--- src/rtl/mips_multicycle_ctrl.sv ---
// rtl/mips_multicycle_ctrl.sv - multicycle MIPS main control FSM with retired-instruction counter
// Optional feature macro: CTRL_BNE_EN (adds bne as a branch that is taken when zero is clear)
module mips_multicycle_ctrl #(
   parameter int CNT_W = 32
) (
   input  logic             clk,
   input  logic             reset,
   input  logic [5:0]       opcode,
   input  logic [5:0]       funct,
   input  logic             zero,
   output logic             pc_en,
   output logic             ir_write,
   output logic             iord,
   output logic             mem_write,
   output logic             reg_write,
   output logic             reg_dst,
   output logic             mem_to_reg,
   output logic             alu_src_a,
   output logic [1:0]       alu_src_b,
   output logic             imm_zext,
   output logic [1:0]       pc_src,
   output logic [3:0]       alu_oper,
   output logic [3:0]       state,
   output logic [CNT_W-1:0] retired,
   output logic             retire
);

   typedef enum logic [3:0] {
      S_FETCH  = 4'd0,
      S_DECODE = 4'd1,
      S_MEMADR = 4'd2,
      S_MEMRD  = 4'd3,
      S_MEMWB  = 4'd4,
      S_MEMWR  = 4'd5,
      S_RTEX   = 4'd6,
      S_ALUWB  = 4'd7,
      S_BRANCH = 4'd8,
      S_IMMEX  = 4'd9,
      S_IMMWB  = 4'd10,
      S_JUMP   = 4'd11
   } state_t;

   localparam logic [3:0] ALU_NOT = 4'b0000;
   localparam logic [3:0] ALU_AND = 4'b0001;
   localparam logic [3:0] ALU_XOR = 4'b0010;
   localparam logic [3:0] ALU_OR  = 4'b0011;
   localparam logic [3:0] ALU_ADD = 4'b0101;
   localparam logic [3:0] ALU_SUB = 4'b0110;
   localparam logic [3:0] ALU_SLT = 4'b1000;
   localparam logic [3:0] ALU_SLL = 4'b1010;
   localparam logic [3:0] ALU_SRL = 4'b1011;
   localparam logic [3:0] ALU_LUI = 4'b1100;

   localparam logic [5:0] OP_RTYPE = 6'b000000;
   localparam logic [5:0] OP_LW    = 6'b100011;
   localparam logic [5:0] OP_SW    = 6'b101011;
   localparam logic [5:0] OP_BEQ   = 6'b000100;
   localparam logic [5:0] OP_J     = 6'b000010;
   localparam logic [5:0] OP_ADDI  = 6'b001000;
   localparam logic [5:0] OP_ANDI  = 6'b001100;
   localparam logic [5:0] OP_ORI   = 6'b001101;
   localparam logic [5:0] OP_XORI  = 6'b001110;
   localparam logic [5:0] OP_SLTI  = 6'b001010;
   localparam logic [5:0] OP_LUI   = 6'b001111;

   state_t           state_q, state_n, cur;
   logic [CNT_W-1:0] retired_q;
   logic             is_bne;
   logic [3:0]       rt_oper;
   logic             rt_known;
   logic [3:0]       imm_oper;

`ifdef CTRL_BNE_EN
   localparam logic [5:0] OP_BNE = 6'b000101;
   assign is_bne = (opcode == OP_BNE);
`else
   assign is_bne = 1'b0;
`endif

   // Outputs decode from FETCH while reset is high so an aborted instruction issues no writes.
   assign cur     = reset ? S_FETCH : state_q;
   assign state   = state_q;
   assign retired = retired_q;

   always_ff @(posedge clk) begin
      if (reset) begin
         state_q   <= S_FETCH;
         retired_q <= '0;
      end else begin
         state_q <= state_n;
         if (retire)
            retired_q <= retired_q + CNT_W'(1);
      end
   end

   always_comb begin
      rt_oper  = ALU_NOT;
      rt_known = 1'b1;
      case (funct)
         6'b100000: rt_oper = ALU_ADD;
         6'b100010: rt_oper = ALU_SUB;
         6'b100100: rt_oper = ALU_AND;
         6'b100101: rt_oper = ALU_OR;
         6'b100110: rt_oper = ALU_XOR;
         6'b101010: rt_oper = ALU_SLT;
         6'b000000: rt_oper = ALU_SLL;
         6'b000010: rt_oper = ALU_SRL;
         default:   rt_known = 1'b0;
      endcase
   end

   always_comb begin
      imm_oper = ALU_NOT;
      case (opcode)
         OP_ADDI: imm_oper = ALU_ADD;
         OP_ANDI: imm_oper = ALU_AND;
         OP_ORI:  imm_oper = ALU_OR;
         OP_XORI: imm_oper = ALU_XOR;
         OP_SLTI: imm_oper = ALU_SLT;
         OP_LUI:  imm_oper = ALU_LUI;
         default: imm_oper = ALU_NOT;
      endcase
   end

   always_comb begin
      state_n    = S_FETCH;
      pc_en      = 1'b0;
      ir_write   = 1'b0;
      iord       = 1'b0;
      mem_write  = 1'b0;
      reg_write  = 1'b0;
      reg_dst    = 1'b0;
      mem_to_reg = 1'b0;
      alu_src_a  = 1'b0;
      alu_src_b  = 2'b00;
      imm_zext   = 1'b0;
      pc_src     = 2'b00;
      alu_oper   = ALU_NOT;
      retire     = 1'b0;
      case (cur)
         S_FETCH: begin
            ir_write  = 1'b1;
            pc_en     = 1'b1;
            alu_src_b = 2'b01;
            alu_oper  = ALU_ADD;
            state_n   = S_DECODE;
         end
         S_DECODE: begin
            alu_src_b = 2'b11;
            alu_oper  = ALU_ADD;
            case (opcode)
               OP_RTYPE:      state_n = S_RTEX;
               OP_LW, OP_SW:  state_n = S_MEMADR;
               OP_BEQ:        state_n = S_BRANCH;
               OP_J:          state_n = S_JUMP;
               OP_ADDI, OP_ANDI, OP_ORI,
               OP_XORI, OP_SLTI, OP_LUI: state_n = S_IMMEX;
               default:       state_n = is_bne ? S_BRANCH : S_FETCH;
            endcase
         end
         S_MEMADR: begin
            alu_src_a = 1'b1;
            alu_src_b = 2'b10;
            alu_oper  = ALU_ADD;
            state_n   = (opcode == OP_LW) ? S_MEMRD : S_MEMWR;
         end
         S_MEMRD: begin
            iord    = 1'b1;
            state_n = S_MEMWB;
         end
         S_MEMWB: begin
            reg_write  = 1'b1;
            mem_to_reg = 1'b1;
            retire     = 1'b1;
         end
         S_MEMWR: begin
            iord      = 1'b1;
            mem_write = 1'b1;
            retire    = 1'b1;
         end
         S_RTEX: begin
            alu_src_a = 1'b1;
            alu_oper  = rt_oper;
            state_n   = rt_known ? S_ALUWB : S_FETCH;
         end
         S_ALUWB: begin
            reg_write = 1'b1;
            reg_dst   = 1'b1;
            retire    = 1'b1;
         end
         S_BRANCH: begin
            alu_src_a = 1'b1;
            alu_oper  = ALU_SUB;
            pc_src    = 2'b01;
            pc_en     = zero ^ is_bne;
            retire    = 1'b1;
         end
         S_IMMEX: begin
            alu_src_a = 1'b1;
            alu_src_b = 2'b10;
            alu_oper  = imm_oper;
            imm_zext  = (opcode == OP_ANDI) || (opcode == OP_ORI) || (opcode == OP_XORI);
            state_n   = S_IMMWB;
         end
         S_IMMWB: begin
            reg_write = 1'b1;
            retire    = 1'b1;
         end
         S_JUMP: begin
            pc_src = 2'b10;
            pc_en  = 1'b1;
            retire = 1'b1;
         end
         default: state_n = S_FETCH;
      endcase
   end

endmodule

--- config.mk ---
export PLATFORM = sky130hd
export DESIGN_NAME = mips_multicycle_ctrl
export DESIGN_NICKNAME = d
export VERILOG_FILES = /design/src/rtl/mips_multicycle_ctrl.sv
export SDC_FILE = /design/constraint.sdc
export NUM_CORES = 1
export LEC_CHECK = 0
export BUFFER_PORTS_ARGS = -buffer_cell sky130_fd_sc_hd__buf_2
export CAP_MARGIN = 0
export CORE_ASPECT_RATIO = 1.25
export CORE_UTILIZATION = 52
export DETAILED_ROUTE_END_ITERATION = 12
export GPL_TIMING_DRIVEN = 0
export PLACE_DENSITY = 0.88
export RECOVER_POWER = 25
export SETUP_SLACK_MARGIN = 0.05
export SLEW_MARGIN = 20
export SYNTH_ARGS = -nofsm -noshare
export SYNTH_HDL_FRONTEND = slang
export SYNTH_SLANG_ARGS = --single-unit
--- constraint.sdc ---
create_clock -name clk -period 2.5 [get_ports clk]
set_input_delay 0.375 -clock clk [delete_from_list [all_inputs] [get_ports clk]]
set_output_delay 0.375 -clock clk [all_outputs]
set_load 0.02 [all_outputs]
==> metrics, run 1 <==
status=finished clean; max-cap violations=0; WP data arrival=1.99 ns; Setup CP Type=reg -> out; top layer in use=met4; crit start category=flip-flop; design area=2820 sq um; crit path buf inv count=1; most frequent cells in the layout=buf_2 (43), nor2_1 (42), clkbuf_1 (35), dfxtp_1 (35), nand2_1 (25); peak supply drop=0.364 mV; final core utilization=67.2%; hold slack=0.469 ns; ANT cells=0; final hold vios=0; Synth Warn #=0; largest area contributor in the netlist=dfxtp_1; H-tree depth=2; r2r setup slk=0.31 ns; Post-Route WL=6050 um; width of the chip=62.1 um; top cells by area, synth=dfxtp_1 (31%), xnor2_1 (9.0%), nor2_1 (6.9%); hold_buf cts=0; post-synthesis sequential area ratio=30.7%; post-DP HPWL=4330 um; initial antenna violation count=0; Layout area overhead=20.3%; sequential cell area=722 sq um; syn nets=318; Largest stage delay, worst path=0.54 ns; Critical-path top delay cell=or3b_2; layout cells sized above 1=19.5%; met1 wire length=2580 um; RSZ-0062 raised after global routing=false; reg-to-reg endpoint=retired[29]; commonest non-fill, non-tap cell in the layout=buf_2; pre-CTS setup slack=0.208 ns; CTS Root Cell=clkbuf_8; # setup viols final=0; clock sinks=36; Tot Pwr=1.16 mW; clock transition at the registers of the reported paths=0.07 ns; # IOs=69; initial core utilization=55.9%; die extent in y=77.1 um; Layout Nets=390; Max Freq=422 MHz; minimum clock period=2.37 ns; port buffer count=64; Die Area=4780 sq um; Clock Tree Buf Depth=2; Mean Syn Cell Area=7.76 sq um; unique cell type count in the Yosys netlist=50; number of remaining DRC errors=0; drt wl/cell=14.1 um; Slew HR=66.7%; post-synthesis cell area=2340 sq um; TritonRoute pass-1 iters=4; FP Rows=26; Post-synth EDFFs=0; core region area=4200 sq um; global route total overflow=0; worst slew pin tran=0.487 ns; Critical Path RT=2.12 ns; post-synthesis register bit count=36; setup TNS=0 ns; Hold Path Depth=2; Vias=2506; fillcell total=396; Min-Delay Path Class=reg -> reg; Cell Pwr Density=412 nW/um^2; largest net degree at the start of global routing=11; Cells after Synth=302; insertion delay to the later sink of the worst-skew pair=0.29 ns; setup slack after layout=0.132 ns; Pleak=1.01 nW; Final Cycle Share=94.7%; CP Capture Type=output port; crit-path cells=or3b_2 > nor2_2 > and3_2 > o21ai_0 > o2111ai_1 > buf_4; met3 wire length=428 um; hold endpoint=retired[31]; post-placement cell area=2740 sq um; area of the multi-input gates=1460 sq um; top-area cell type share of the netlist area=30.7%; Crit path max-delay family=simple AND/OR/NAND/NOR gates; Final Slew Violations=0; Synth async-reset ratio=0%; worst r2r src=state[0]; clock skew=0.00549 ns; dominant synthesized flop cell=dfxtp_1; R2R depth=8; global-route wire length before repair=9980 um; metal2 WL=2960 um; hold path startpoint=retired[31]; fin cells=430; Crit Path Max Fanout=7; 1st-iter DRT viols=178; gp weighted congestion=0.927; All-Layer GR Usage=27.0%; CTS tree=done; number of global-route vias before repair=2258; Final ANT Viol Nets=0; DP Cell Count=422; DR vias/cell=5.83; total CTS buffers=5
-- worst min-delay path, stage by stage (launching register included) --
cell,delay (ns)
dfxtp_1,0.32
o41ai_1,0.06
a21oi_1,0.05
-- area by class of cell --
type	instances	area share, %
clock buffer	7	3.42
sequential	36	25.6
buffer	23	5.15
timing repair buffer	65	10.7
inverter	6	0.799
tap	56	2.48
multi-input combinational	237	51.8
-- power breakdown --
group          internal (mW)  switching (mW)
logic                 0.0447          0.0873
clock network          0.246           0.205
registers              0.576         0.00266
total                  0.866           0.295
-- routing by layer --
metal	vias to the layer above	global-route usage, %
li1	1243	-
met1	1155	34.0
met2	97	42.9
met3	11	6.24
met4	0	10.9
met5	-	0
-- cells by family (layout without fill, tap and decap cells) --
family	after synthesis	in the layout	share of synthesized area, %
buffers and inverters	29	101	7.10
adders and majority gates	1	1	0.534
and+or+nand+nor	158	158	36.8
DFF	36	36	30.7
muxes	2	2	0.854
AOI/OAI and AO/OA	50	50	14.2
xor gates and xnor gates	26	26	9.71
-- registers in the layout (all words and copies together) (netlist names) --
signal / count
state: 4
retired: 32
-- timing repair --
item,CTS,global route
gates resized for setup,1,4
setup endpoints to repair,1,5
setup buffers,1,0
cloned,0,0
pin swaps,1,0
-- cell usage after synthesis, types with 2 or more instances --
cell,instances
nand2_1,25
xnor2_1,24
a31oi_1,4
nor3_1,12
o41ai_1,3
nand3b_1,3
xor2_1,2
a2111oi_0,2
buf_6,6
dfxtp_1,36
inv_1,6
o31ai_1,5
buf_2,2
and3_1,5
and4_1,3
nor4_1,13
mux2i_1,2
nand4_1,7
o2111ai_1,2
or4_1,5
nor3b_1,2
nor2b_1,3
o21ai_0,9
nand2b_1,5
nor2_1,43
a21oi_1,12
nand3_1,15
clkbuf_1,14
o211ai_1,4
a211oi_1,2
nor4b_1,6
and2b_2,2
-- worst max path at each step --
stage / start / endpoint / slack, ns / depth (start not counted)
after floorplan: state[3] / alu_oper[1] / 0.29 / 4
after global routing: state[1] / alu_oper[2] / 0.06 / 6
after CTS: state[3] / alu_oper[2] / 0.06 / 6
after detailed placement: state[0] / retire / 0.21 / 6
final: state[1] / alu_oper[2] / 0.13 / 6
after global placement: state[0] / retire / 0.24 / 6
No activity file was read; power rests on OpenSTA's default activity.
==> inputs of run 2 (changes only) <==
- REMOVE_ABC_BUFFERS: unset -> 1
==> metrics, run 2 (synthesis results as in run 1) <==
status=finished clean; ANT cells=0; Setup CP Type=reg -> out; number of global-route vias before repair=2100; post-placement cell area=2610 sq um; die extent in y=77.1 um; peak supply drop=0.365 mV; gp weighted congestion=0.816; part of the power in registers=51.3%; number of remaining DRC errors=0; Layout Nets=377; crit-path cells=or3b_2 > nor2_2 > and3_2 > o21ai_0 > o2111ai_1 > buf_2; minimum clock period=2.40 ns; layout cells sized above 1=21.0%; CTS tree=done; port buffer count=68; All-Layer GR Usage=24.8%; commonest non-fill, non-tap cell in the layout=buf_2; clock transition at the registers of the reported paths=0.07 ns; H-tree depth=2; width of the chip=62.1 um; Final Slew Violations=0; crit start category=flip-flop; Pleak=0.979 nW; grt met3 use=6.58%; initial antenna violation count=0; max reg flops=32; Cell Pwr Density=412 nW/um^2; M2 GR Usage=42.3%; design area=2760 sq um; FP Rows=26; # IOs=69; DR vias/cell=5.89; clock skew=0.00650 ns; Critical-path top delay cell=or3b_2; Slew HR=51.5%; max-cap violations=0; Max Freq=416 MHz; worst slew pin tran=0.727 ns; final hold vios=0; drt wl/cell=14.3 um; WP data arrival=2.03 ns; Crit Path Max Fanout=16; Clock Tree Buf Depth=2; TritonRoute pass-1 iters=4; Min-Delay Path Class=in -> reg; sequential cell area=733 sq um; clock network power share=38.3%; Layout area overhead=17.8%; Die Area=4780 sq um; Critical Path RT=2.12 ns; post-DP HPWL=3810 um; hold slack=0.425 ns; routing usage on met1=29.3%; P_int=840 uW; global route total overflow=0; area of the multi-input gates=1480 sq um; 1st-iter DRT viols=185; Final ANT Viol Nets=0; Vias=2464; fillcell total=367; insertion delay to the later sink of the worst-skew pair=0.29 ns; total CTS buffers=5; CTS Root Cell=clkbuf_8; sw power=298 uW; clock sinks=36; Most Crowded Layer GR=met2; initial core utilization=55.9%; most frequent cells in the layout=buf_2 (45), nor2_1 (42), dfxtp_1 (32); global-route wire length before repair=9120 um; largest net degree at the start of global routing=66; RSZ-0062 raised after global routing=true; Final Cycle Share=96.1%; Post-Route WL=5990 um; hold_buf cts=0; # setup viols final=0; Largest stage delay, worst path=0.53 ns; combinational share of power=10.4%; core region area=4200 sq um; switching share of power=26.2%; CP Capture Type=output port
-- run 2: cell types whose count changed in the layout (fill, tap and decap cells not counted), sizes merged --
| cell | previous run | this run |
|---|---|---|
| buf | 51 | 52 |
| clkbuf | 44 | 30 |
| a22oi | 1 | 2 |
-- run 2: cell type report --
type                    instances  share of cell area, %
clock buffers                   8                   3.26
multi-input cells             238                   53.6
inverters                       6                  0.816
well taps                      56                   2.54
repair buffers                 74                   13.2
flip-flops and latches         36                   26.6
-- run 2: power groups by stage --
stage | Sequential [mW] | Clock, mW | Combinational (mW)
finish | 0.584 | 0.436 | 0.118
global route | 0.585 | 0.455 | 0.130
CTS | 0.586 | 0.430 | 0.112
detailed placement | 0.600 | 0 | 0.108
global placement | 0.600 | 0 | 0.106
floorplan | 0.601 | 0 | 0.0528
-- run 2: layer usage --
metal  routed length (um)  part of all wire (%)
met1                 2640                    44
met2                 2910                    49
met3                  357                   6.0
met4                   85                   1.4
met5                    0                     0
-- run 2: what timing repair did --
| item | in CTS | in global routing |
|---|---|---|
| gates cloned | 1 | 0 |
| setup buffers | 2 | 4 |
| endpoints found under the setup margin | 34 | 11 |
| gates resized for setup | 6 | 8 |
| pin swaps | 1 | 0 |
-- run 2: metrics by stage --
stage          setup TNS [ns]  total power [mW]  cells  util [%]  worst slack [ns]
2_1_floorplan               0             0.654    279         -             0.140
3_3_place_gp           -0.917             0.705    403      62.2            -0.150
3_5_place_dp            -1.34             0.708    403      62.2            -0.160
4_1_cts                     0              1.13    414      65.2            0.0604
5_1_grt                     0              1.17    418      65.8            0.0496
6_report                    0              1.14    418      65.8            0.0963
-- run 2: worst max-delay path, delay by kind of cell (launching register included) --
| kind | cells | cell delay [ns] |
|---|---|---|
| and+or+nand+nor | 3 | 0.92 |
| DFF | 1 | 0.40 |
| AOI/OAI and AO/OA | 2 | 0.21 |
| buffers and inverters | 1 | 0.20 |
-- run 2: final timing paths --
check | cells past startpoint | to | from | slack, ns
worst min-delay path | 2 | state[2] | opcode[2] | 0.42
worst max-delay path | 6 | alu_oper[2] | state[1] | 0.1
worst max register to register | 5 | retired[26] | retired[14] | 0.30
worst min register to register | 2 | retired[31] | retired[31] | 0.48
